File: src/rtl/mux_pkg.sv
// Shared definitions for the registered N-way select datapath.
package mux_pkg;

    // Default datapath width for the select stage.
    localparam int DEFAULT_WIDTH = 32;

    // Reasons a select error can be raised; only the range check is used today.
    localparam logic [1:0] SEL_ERR_NONE  = 2'd0;
    localparam logic [1:0] SEL_ERR_RANGE = 2'd1;
    localparam logic [1:0] SEL_ERR_MODE  = 2'd2;

    // Ceiling log2, never below 1 so a select port always has at least one bit.
    function automatic int clog2(input int n);
        int r;
        r = 1;
        for (int i = 1; i < 32; i++) begin
            if ((1 << i) < n) begin
                r = i + 1;
            end
        end
        return r;
    endfunction

endpackage

File: src/rtl/mux_n.sv
// Combinational N_IN x WIDTH selector with an out-of-range flag.
module mux_n
    import mux_pkg::*;
#(
    parameter int WIDTH = DEFAULT_WIDTH,
    parameter int N_IN  = 4,
    parameter int SEL_W = clog2(N_IN)
) (
    input  logic [N_IN*WIDTH-1:0] in_data,
    input  logic [SEL_W-1:0]      sel,
    output logic [WIDTH-1:0]      data,
    output logic                  out_of_range
);

    logic [WIDTH-1:0] words [N_IN];

    generate
        for (genvar gi = 0; gi < N_IN; gi++) begin : g_unpack
            assign words[gi] = in_data[gi*WIDTH +: WIDTH];
        end
    endgenerate

    // Pick the addressed word; unused select codes yield zero.
    always_comb begin
        data = '0;
        for (int k = 0; k < N_IN; k++) begin
            if (sel == SEL_W'(k)) begin
                data = words[k];
            end
        end
    end

    // Extra bit keeps the compare exact when N_IN is a power of two.
    assign out_of_range = ({1'b0, sel} >= (SEL_W + 1)'(N_IN));

endmodule

File: src/rtl/mux_pipe_reg.sv
// N-way select feeding a pipeline stage register with stall, flush,
// valid tracking, stall counting and sticky select-error detection.
module mux_pipe_reg
    import mux_pkg::*;
#(
    parameter int              WIDTH      = DEFAULT_WIDTH,
    parameter int              N_IN       = 4,
    localparam int             SEL_W      = clog2(N_IN),
    parameter logic [WIDTH-1:0] RESET_VAL  = '0,
    parameter logic [WIDTH-1:0] BUBBLE_VAL = '0,
    parameter int              CNT_W      = 8
) (
    input  logic                  Clk,
    input  logic                  Rst,
    input  logic [N_IN*WIDTH-1:0] In,
    input  logic [SEL_W-1:0]      Slc,
    input  logic                  InValid,
    input  logic                  Stall,
    input  logic                  Flush,
    input  logic                  ErrClr,
    output logic [WIDTH-1:0]      Out,
    output logic                  OutValid,
    output logic [SEL_W-1:0]      SlcQ,
    output logic                  SelErr,
    output logic [CNT_W-1:0]      StallCnt
);

    logic [WIDTH-1:0] sel_data;
    logic             sel_oor;
    logic             load;

    logic [WIDTH-1:0] out_reg;
    logic             valid_reg;
    logic [SEL_W-1:0] slc_reg;
    logic             err_reg;
    logic [CNT_W-1:0] cnt_reg;

    mux_n #(
        .WIDTH (WIDTH),
        .N_IN  (N_IN),
        .SEL_W (SEL_W)
    ) u_mux (
        .in_data      (In),
        .sel          (Slc),
        .data         (sel_data),
        .out_of_range (sel_oor)
    );

    assign load = !Flush && !Stall;

    // Stage register: flush beats stall, stall beats load.
    always_ff @(posedge Clk or posedge Rst) begin
        if (Rst) begin
            out_reg   <= RESET_VAL;
            valid_reg <= 1'b0;
            slc_reg   <= '0;
            cnt_reg   <= '0;
        end else if (Flush) begin
            out_reg   <= BUBBLE_VAL;
            valid_reg <= 1'b0;
            slc_reg   <= '0;
            cnt_reg   <= '0;
        end else if (Stall) begin
            if (valid_reg && (cnt_reg != {CNT_W{1'b1}})) begin
                cnt_reg <= cnt_reg + 1'b1;
            end
        end else begin
            out_reg   <= sel_oor ? '0 : sel_data;
            valid_reg <= InValid;
            slc_reg   <= Slc;
            cnt_reg   <= '0;
        end
    end

    // Sticky select error; a new error outranks a simultaneous clear.
    always_ff @(posedge Clk or posedge Rst) begin
        if (Rst) begin
            err_reg <= 1'b0;
        end else if (load && sel_oor && InValid) begin
            err_reg <= 1'b1;
        end else if (ErrClr) begin
            err_reg <= 1'b0;
        end
    end

    assign Out      = out_reg;
    assign OutValid = valid_reg;
    assign SlcQ     = slc_reg;
    assign SelErr   = err_reg;
    assign StallCnt = cnt_reg;

endmodule

File: config.mk
export PLATFORM = sky130hd
export DESIGN_NAME = mux_pipe_reg
export DESIGN_NICKNAME = d
export VERILOG_FILES = /design/src/rtl/mux_pkg.sv /design/src/rtl/mux_n.sv /design/src/rtl/mux_pipe_reg.sv
export SDC_FILE = /design/constraint.sdc
export NUM_CORES = 1
export LEC_CHECK = 0
export ABC_AREA = 1
export ABC_CLOCK_PERIOD_IN_PS = 4150
export CAP_MARGIN = 20
export CORE_MARGIN = 2
export CORE_UTILIZATION = 35
export CTS_CLUSTER_DIAMETER = 150
export DETAILED_ROUTE_END_ITERATION = 16
export GPL_TIMING_DRIVEN = 0
export PLACE_DENSITY = 0.73
export SETUP_SLACK_MARGIN = 0.3
export SLEW_MARGIN = 0
export SYNTH_ARGS = -nofsm -noshare
export SYNTH_HDL_FRONTEND = slang
export SYNTH_SLANG_ARGS = --single-unit
File: constraint.sdc
create_clock -name Clk -period 4.15 [get_ports Clk]
set_clock_uncertainty 0.05 [all_clocks]
set_input_delay 0.6225 -clock Clk [delete_from_list [all_inputs] [get_ports Clk]]
set_output_delay 0.6225 -clock Clk [all_outputs]
set_load 0.005 [all_outputs]
== Yosys cells after proc, flatten, opt, wreduce, memory -nomap -nowiden ==
Index checks and enable logic that the tools add are counted.

* Output and inout port bits: 74
* Input port bits: 166
* Register bits after elaboration: 74

* $lt $le $gt $ge: 1
* Mux-type cells: 16
* Add/subtract/negate cells: 1
* Reduce and logical (&&, ||, !) cells: 8
* Eq/ne operators: 6

{| class="wikitable"
|+ Operators with widths
! cell !! count
|-
| 2-to-1 mux 32 bit || 9
|-
| == test 32 x 2 -> 1 bit (second input constant) || 2
|-
| == test 32 x 1 -> 1 bit (second input constant) || 1
|-
| >= comparator 32 x 3 -> 1 bit (second input constant) || 1
|-
| logical NOT 32 bit || 1
|-
| 2-to-1 mux 8 bit || 3
|-
| adder 8 x 1 -> 8 bit (second input constant) || 1
|-
| != test 8 bit (second input constant) || 1
|-
| logical AND 1 bit || 4
|-
| 2-to-1 mux 1 bit || 4
|-
| != test 3 x 1 -> 1 bit (second input constant) || 1
|-
| logical NOT 1 bit || 2
|-
| != test 2 x 1 -> 1 bit (second input constant) || 1
|-
| nonzero test 2 bit || 1
|}

== Longest topological paths before layout ==
* Depth after elaboration: 8
* Gate-level depth with buffers: 11
* Gate-level depth less buffers: 10

== Cells and area by module ==
From an unflattened synthesis, not the netlist that was laid out.

* Cells, all modules: 517
* Area, all modules: 4191.5 µm²

{| class="wikitable"
|+ Modules (own cells, without submodules)
! module !! times used !! area an instance (µm²) !! sequential area each (µm²) !! cells an instance
|-
| mux_pipe_reg || 1 || 2880.3 || 1851.8 || 220
|-
| mux_n || 1 || 1311.3 || 0.0 || 297
|}

== Worst setup path before layout ==
No wires, ideal clock.

* Kind: input to register
* From: input Slc[14]
* To: register out_reg[0], in the netlist Out[0]
* Setup slack: 2.374 ns
* Cell stages on the path: 11
* Buffers on the path: 1
* Arrival time: 1.610 ns
* Path through: nor2_1 -> nand2_1 -> nor2_2 -> nand2_2 -> nor2_4 -> nand2_2 -> buf_6 -> o21ai_2 -> inv_1 -> nand2_1 -> nand2_1

* Cells in the longest elaborated chain, start to end: 8

{| class="wikitable"
|+ Ends and longest elaborated chain
! item !! line !! text
|-
| start, declared || mux_pipe_reg.sv:16 || <nowiki>input logic [SEL_W-1:0] Slc,</nowiki>
|-
| branches (longest 5 deep; another with >= comparator 32 x 3 -> 1 bit) || - ||
|-
| 2-to-1 mux 32 bit * || mux_pipe_reg.sv:68 || <nowiki>out_reg <= sel_oor ? '0 : sel_data;</nowiki>
|-
| 2-to-1 mux 32 bit * || mux_pipe_reg.sv:63 || <nowiki>end else if (Stall) begin</nowiki>
|-
| 2-to-1 mux 32 bit * || mux_pipe_reg.sv:58 || <nowiki>end else if (Flush) begin</nowiki>
|-
| end signal, assigned || mux_pipe_reg.sv:68 ||
|-
| end, declared || mux_pipe_reg.sv:32 || <nowiki>logic [WIDTH-1:0] out_reg;</nowiki>
|}

Mark *: on every way between the ends. The select of a mux whose other input is x is not followed.
A chain may end at the register's enable or synchronous reset.

== Worst setup path in the final report ==
* From: input Slc[14]
* To: register out_reg[17], in the netlist Out[17]

The elaborated chain is that of the path after synthesis.

==> metrics.md <==
| Metric | Value |
|---|---|
| Status | completed |
| Final Cell Area | 7320 sq um |
| Clock Tree Root | clkbuf_16 |
| Slowest cell on the critical path | clkdlybuf4s50_1 |
| Die ar. | 13500 sq um |
| RD Place Congestion | 0.869 |
| Worst-path fanout max | 10 |
| Worst-Margin Slew | 0.569 ns |
| Layout cells sized above 1 | 11.7% |
| Clk pwr share | 40.9% |
| Vias in the first global route | 4976 |
| I/O Buffers | 237 |
| Setup Viol. Count Final | 0 |
| First DRT Iteration DRCs | 238 |
| Yosys synthesis warning count | 0 |
| Peak VDD IR | 127 uV |
| CTS tree | built |
| Sequential power share | 42.2% |
| Max Fclk | 458 MHz |
| Ant diodes | 0 |
| FF-to-FF path depth | 8 |
| Post-CTS Hold Buffers | 0 |
| Worst skew pair latency | 0.33 ns |
| Clock Sinks | 74 |
| Crit. path cell count | 11 |
| Vias/cell | 4.74 |
| Worst EP required | 4.37 ns |
| H-tree levels | 3 |
| Largest net degree at the start of global routing | 60 |
| Antenna viol nets, final | 0 |
| Chip height | 116 um |
| Synth unique cells | 32 |
| Row count | 41 |
| R2R setup slack | 2.27 ns |
| Total wire length | 15400 um |
| Tot GR Track Use | 23.3% |
| Max Slew Vio Count | 0 |
| Hold path depth | 2 |
| Setup TNS | 0 ns |
| Cell Pwr Density | 243 nW/um^2 |
| CP Cell Sequence | clkdlybuf4s50_1, nor2_1, nand2_1, nor2_2, nand2_2, nor3_4, buf_6, o21ai_2, inv_1, nand2_1, nand2_1 |
| Worst path bufs/invs | 3 |
| Nature of the critical path startpoint | primary input |
| Fillcell total | 1174 |
| Register area share after synthesis | 41.9% |
| Residual DRC count | 0 |
| Initial antenna violation count | 0 |
| Routed len/inst | 15.4 um |
| Register clock-pin slew on the reported worst setup and hold paths | 0.06 ns |
| Yosys reg bits | 74 |
| Sw Share | 24.9% |
| Final hold viol count | 0 |
| Asr flop ratio synth | 100% |
| CP arrival | 2.40 ns |
| Gate power share | 16.8% |
| Max-Cap Viols | 0 |
| Syn Inst Count | 578 |
| Post-Place Worst Slack | 1.59 ns |
| Die Wd | 116 um |
| Crit-path leading delay family | simple AND/OR/NAND/NOR gates |
| HPWL after DPL | 12100 um |
| Synth Flop Type | dfrtp_1 |
| Congestion Overflow GR | 0 |
| Final Non-Filler Cells | 1004 |
| Multi-input gate area | 2110 sq um |
| Largest stage delay, worst path | 0.43 ns |
| Setup Fix Bufs, Post-CTS | 0 |
| Placed Instances | 988 |
| PostCTS Resize Cnt | 0 |
| Avg Cell Area, Syn | 7.65 sq um |
| Pint | 1340 uW |
| Area Growth Syn to Fin | 65.5% |
| Final net count | 994 |
| Synth Net Count | 745 |
| Core Region | 12500 sq um |
| RSZ-0062 raised after global routing | no |
| Clk buf depth | 2 |
| Via count | 4758 |
| Number of synthesized flops with an enable pin | 0 |
| Lkg Pwr | 0.00347 uW |
| Final Cycle Share | 52.6% |
| Cts bufs inserted | 9 |
| Pre-Repair DR Iteration Count | 5 |
| Kind of end point of the critical path | register |
| Rel. slew slack | 62.0% |
| Register area | 1850 sq um |
| Final worst slack | 1.97 ns |
| Mapped Area | 4420 sq um |
| Ports | 240 |
| Initial Utilization | 35.5% |
| Switching power | 443 uW |
| Crit Path Class | primary input to register |
| First-pass GRT wire length | 24400 um |
| Min Tclk post-route | 2.18 ns |
| Hold crit path type | register to register |
| Most used cell along the critical path | nand2_1 |
| Placed instance area | 7040 sq um |
==> placed cells by master, fill, tap and decap left out, types with 10 or more instances in the layout <==
master and instances:
clkdlybuf4s50_1 237, nor2_1 26, o21ai_2 30, o211ai_1 32
nand3_2 10, nand2_1 218, inv_1 48, nand3_1 59
dfrtp_1 74, clkbuf_1 11, buf_2 14
==> registers in the layout, indices dropped and copies added, names as in the netlist <==
name      cells
OutValid      1
SelErr        1
StallCnt      8
Out          32
SlcQ         32
==> synthesized netlist by cell type (all sizes together) (2+ instances only) <==
cell	number	area [sq um]
a21oi	3	15.0
nand3	69	395
o22ai	2	12.5
a22o	9	78.8
nor3	3	31.3
clkbuf	11	41.3
nor2	31	134
dfrtp	74	1850
buf	26	229
o21ai	39	308
inv	51	191
nand2	221	837
o211ai	32	240
==> worst paths after layout <==
| check | startpoint | endpoint |
|---|---|---|
| setup / recovery | Slc[14] | Out[17] |
| hold / removal | SlcQ[13] | SlcQ[13] |
| setup reg to reg | StallCnt[0] | StallCnt[5] |
| hold reg to reg | SlcQ[13] | SlcQ[13] |
| max in group asynchronous | Rst | StallCnt[0] |
| min in group asynchronous | Rst | Out[11] |
==> logic make-up (layout without fill, tap and decap cells) <==
group | Yosys count | count (layout) | synth area share [%]
simple gates | 327 | 327 | 32.1
buf+inv | 88 | 342 | 10.4
compound gates | 87 | 87 | 15.1
flops | 74 | 74 | 41.9
fa+ha+maj | 1 | 1 | 0.283
xor+xnor | 1 | 1 | 0.198
==> power groups by stage <==
stage               Combinational, uW  Clock (uW)  Sequential (uW)
floorplan                        65.0           0              766
global placement                  294           0              764
detailed placement                302           0              765
CTS                               303         743              752
global route                      325         774              754
finish                            300         729              752
==> worst min-delay path: stages (launching register included) <==
cell     delay [ns]
dfrtp_1        0.34
nand2_1        0.05
nand2_1        0.05
==> layout make-up <==
class / count / share of cell area [%]
Multi-Input combinational cell: 416 / 28.8
Inverter: 51 / 2.65
Tap cell: 172 / 2.94
Clock inverter: 7 / 0.718
Clock buffer: 9 / 3.08
Sequential cell: 74 / 25.3
Buffer: 37 / 3.69
Timing Repair Buffer: 238 / 32.8
==> per-stage QoR <==
stage / hold slack [ns] / util [%] / total power [uW]
6_report: 0.426 / 58.7 / 1780
5_1_grt: 0.443 / 58.7 / 1850
3_5_place_dp: 0.414 / 56.5 / 1070
3_3_place_gp: 0.404 / 56.2 / 1060
4_1_cts: 0.428 / 58.7 / 1800
2_1_floorplan: 0.415 / - / 831
==> routing by layer <==
metal | share of wire, % | vias up | global-route usage (%) | wire length (um)
li1 | - | 2375 | - | -
met1 | 42 | 2170 | 28.1 | 6450
met2 | 49 | 189 | 40.9 | 7590
met3 | 6.5 | 24 | 4.51 | 1010
met4 | 2.4 | 0 | 9.37 | 366
met5 | 0 | - | 0 | 0
No activity file was read; power rests on OpenSTA's default activity.
==> patch 1: new RTL, same flow settings <==
Change the package constant `DEFAULT_WIDTH` from 32 to 48.
--- a/src/rtl/mux_pkg.sv
+++ b/src/rtl/mux_pkg.sv
@@ -2,7 +2,7 @@
 package mux_pkg;
 
     // Default datapath width for the select stage.
-    localparam int DEFAULT_WIDTH = 32;
+    localparam int DEFAULT_WIDTH = 48;
 
     // Reasons a select error can be raised; only the range check is used today.
     localparam logic [1:0] SEL_ERR_NONE  = 2'd0;
Ports: changed (resized In and Out); port bits go from 240 to 320. No check against the original RTL was run, so the function may have changed too.
==> patch 1 against the original RTL <==
Final cell count is 22% higher; wire length is 35% higher; total power is 20% higher; combinational power is 24% higher; design area is 22% higher; sequential cell count is 16 higher; setup slack worse by 0.33 ns; area after synthesis is 18% higher; highest routed layer unchanged; largest power group unchanged.
==> patch 1: results (changes against the original RTL) <==
metric,value,unit,change
hp-start,Out[41]$_DFFE_PP0P_,,was SlcQ[13]$_DFFE_PP0P_
seqPwrFrac,42.3,%,was 42.2%
critical-path-slowest-cell,clkbuf_1,,was clkdlybuf4s50_1
num-nonclk-buffers,372,,was 275
io_buffers,317,,was 237
multi_input_gates,496,,was 416
rr_worst_depth,11,,was 8
drive_above_1_share,4.227,%,was 11.66%
synthAdderAreaFrac,0.2403,%,was 0.2830%
seq_area_frac_synth,43.26,%,was 41.88%
post_drt_wl_per_cell,17.03,um,was 15.35 um
power_density,239.5,nW/um^2,was 243.3 nW/um^2
grt_pass1_vias,6032,,"was 4,976"
relSlewSlack,58.95,%,was 62.04%
gp_congestion,0.8935,,was 0.8694
syn_nets,938,,was 745
ir_drop,0.1818,mV,was 0.1273 mV
post-place-ws,1.266,ns,was 1.590 ns
fin_cells,1225,,"was 1,004"
critPathTopFamily,buffers and inverters,,was simple AND/OR/NAND/NOR gates
multi_input_area_share,27.15,%,was 28.81%
dp.cells,1209,,was 988
ys_types,25,,was 32
r2r-end,StallCnt[7]$_DFFE_PP0P_,,was StallCnt[5]$_DFFE_PP0P_
inv_count,67,,was 51
vias,6128,,"was 4,758"
synth_area_leaders,"dfrtp_1 43%, nand2_1 16%, nand3_1 9.5%",,"was dfrtp_1 42%, nand2_1 19%, nand3_1 6.7%"
nWellTaps,184,,was 172
leakagePower,4.311,nW,was 3.474 nW
drtIter0Drc,475,,was 238
netlist_top_cells_count,"222 x nand2_1, 99 x nand3_1, 90 x dfrtp_1",,"was 218 x nand2_1, 74 x dfrtp_1, 59 x nand3_1"
grt_start_max_net_pins,70,,was 60
synth-xor-area-share,0,%,was 0.1981%
cp_slowest_stage_delay,0.52,ns,was 0.43 ns
grt_pass1_wl,32.30,mm,was 24.40 mm
status,"finished, final reports clean",,unchanged
placed_cell_area,8640,um^2,was 7039 um^2
==> patch 1: cell types whose count changed after synthesis, sizes merged, moves of 2 or more <==
cell    delta
inv       +16
clkbuf    +22
nand2      +2
dfrtp     +16
o211ai    +16
o21ai     +15
a22o      +20
buf        -5
nand3     +30
==> patch 1: routing by layer <==
metal	share of wire [%]	track usage, %
met1	42	32.93
met2	47	43.14
met3	8.0	6.372
met4	3.0	9.438
met5	0	0
==> patch 1: worst max-delay path by stage <==
stage / to / slack (ns) / startpoint / cells past startpoint
after global placement: Out[7]$_DFFE_PP0P_ / -0.41 / Rst / 2
after floorplan: OutValid$_DFFE_PP0P_ / 1.14 / Rst / 1
after global routing: Out[7]$_DFFE_PP0P_ / 1.46 / Stall / 7
after CTS: Out[7]$_DFFE_PP0P_ / 1.63 / Stall / 7
final: Out[12]$_DFFE_PP0P_ / 1.64 / Stall / 7
after detailed placement: Out[7]$_DFFE_PP0P_ / 1.27 / Stall / 7
==> patch 2: new RTL, same flow settings <==
Without the edit above. Register the output `StallCnt` once more, without a reset; this adds one clock of latency there. The other outputs are not delayed to match.
--- a/src/rtl/mux_pipe_reg.sv
+++ b/src/rtl/mux_pipe_reg.sv
@@ -87,7 +87,9 @@
     assign OutValid = valid_reg;
     assign SlcQ     = slc_reg;
     assign SelErr   = err_reg;
-    assign StallCnt = cnt_reg;
+    always_ff @(posedge Clk) begin
+        StallCnt <= cnt_reg;
+    end
 
 endmodule
 
Formal check against the unedited RTL: not equivalent (Yosys sat finds a counterexample within 4 cycles, from zero or initial values and one cycle with Rst high).
==> patch 2 against the original RTL <==
Design area is 2.7% higher; total power is 16% higher; combinational power hardly changed; non-clock buffer count stayed put; setup slack worse by 0.17 ns; area after synthesis is 2.9% higher; critical path depth is 4 lower; die area is 2.8% higher; wire length hardly changed; largest power group is now the clock network; sequential cell count is 8 higher; critical path type unchanged.
==> patch 2: results (changes against the original RTL) <==
metric,value,unit,change
seq_area_frac_synth,44.21,%,was 41.88%
ir_drop,0.1808,mV,was 0.1273 mV
cts_resized,0,,unchanged
via_per_inst,4.892,,was 4.739
dp_hpwl,12.11,mm,was 12.10 mm
drive_above_1_share,11.76,%,was 11.66%
placed_cell_area,7168,um^2,was 7039 um^2
leakagePower,3.512,nW,was 3.474 nW
yosysWarnings,0,,unchanged
synthAdderAreaFrac,0.2750,%,was 0.2830%
grt_use_met2,38.08,%,was 40.85%
cp_slowest_stage_delay,0.53,ns,was 0.43 ns
firstDrtPassIters,5,,unchanged
wl_met1,6.360,mm,was 6.451 mm
muxShareOfSynthArea,0,%,unchanged
setup_tns,0,ns,unchanged
synth-xor-area-share,0.1925,%,was 0.1981%
synth_area_leaders,"dfrtp_1 41%, nand2_1 15%, nand3_1 6.5%",,"was dfrtp_1 42%, nand2_1 19%, nand3_1 6.7%"
p_seq,829,uW,was 752 uW
grtUsageMet3,6.638,%,was 4.515%
synth_compound_area_share,17.02,%,was 15.14%
grt_pass1_wl,25.16,mm,was 24.40 mm
wl_met3,1.301,mm,was 1.005 mm
top_layer,met4,,unchanged
syn_area_per_cell,8.097,um^2,was 7.650 um^2
clk-insertion-delay-late,0.33,ns,about the same
p_sw,457.4,uW,was 443.1 uW
status,"finished, final reports clean",,unchanged
wl_met2,7.418,mm,was 7.592 mm
grt_pass1_vias,4992,,"was 4,976"
cts_buffers,9,,unchanged
drtIter0Drc,282,,was 238
grtUsageMet1,27.65,%,was 28.09%
antenna_found_initial,0,,unchanged
h-tree-depth,3,,unchanged
io_buffers,237,,unchanged
final_nets,978,,was 994
drt_wl_total,15.43,mm,was 15.42 mm
post_drt_wl_per_cell,15.62,um,was 15.35 um
syn_nets,729,,was 745
critical-path-slowest-cell,clkdlybuf4s50_1,,unchanged
synth-async-reset-ratio,90.24,%,was 100.0%
gp_congestion,0.8985,,was 0.8694
hold_path.class,reg2reg,,unchanged
grt_start_max_net_pins,72,,was 60
relSlewSlack,67.39,%,was 62.04%
yosys_most_used_dff,dfrtp_1,,unchanged
pwr-share-clk,45.1,%,was 40.9%
dp.cells,972,,was 988
root_buffer,clkbuf_16,,unchanged
netlist_top_cells_count,"182 x nand2_1, 74 x dfrtp_1, 59 x nand3_1",,"was 218 x nand2_1, 74 x dfrtp_1, 59 x nand3_1"
grt_use_total,22.59,%,was 23.29%
postCtsSetupBuffers,0,,unchanged
ys_types,33,,was 32
cts_max_path_buffers,2,,unchanged
==> patch 2: worst paths after layout <==
check                                              end  slack [ns]                    from  depth (start not counted)
worst min-delay path               StallCnt[4]$_DFF_P_        0.36  cnt_reg[4]$_DFFE_PP0P_                          0
worst max register to register  cnt_reg[4]$_DFFE_PP0P_        2.31  cnt_reg[0]$_DFFE_PP0P_                          8
worst max-delay path                Out[2]$_DFFE_PP0P_        1.79                   Stall                          7
worst min register to register     StallCnt[4]$_DFF_P_        0.36  cnt_reg[4]$_DFFE_PP0P_                          0
min in group asynchronous         SlcQ[26]$_DFFE_PP0P_        0.46                     Rst                          2
max in group asynchronous           SelErr$_DFFE_PP0P_        3.05                     Rst                          3
==> patch 2: logic make-up (layout without fill, tap and decap cells) <==
kind of cell | after synthesis | after routing
compound gates | 99 | 99
xor+xnor | 1 | 1
fa+ha+maj | 1 | 1
buf+inv | 88 | 342
flops | 82 | 82
simple gates | 291 | 291
==> patch 2: through the flow <==
step | total power, mW | hold slack (ns) | worst slack (ns)
global route | 2.138 | 0.3708 | 1.581
global placement | 1.138 | 0.3441 | 0.3365
detailed placement | 1.147 | 0.3416 | 1.462
finish | 2.060 | 0.3563 | 1.794
floorplan | 0.9103 | 0.3172 | 1.596
CTS | 2.079 | 0.3581 | 1.806
==> patch 2: worst max-delay path: cells and delay by family <==
kind          cells  cell delay, ns
buf+inv           4            1.36
simple gates      3            0.59
==> patch 2: area by class of cell <==
type / count / area, um^2
Fill cell: 1135 / 5154
Timing Repair Buffer: 238 / 2400
Multi-Input combinational cell: 392 / 2078
Sequential cell: 82 / 2012
Buffer: 37 / 269.0
Clock buffer: 9 / 225.2
Tap cell: 172 / 215.2
Inverter: 51 / 193.9
Clock inverter: 7 / 123.9
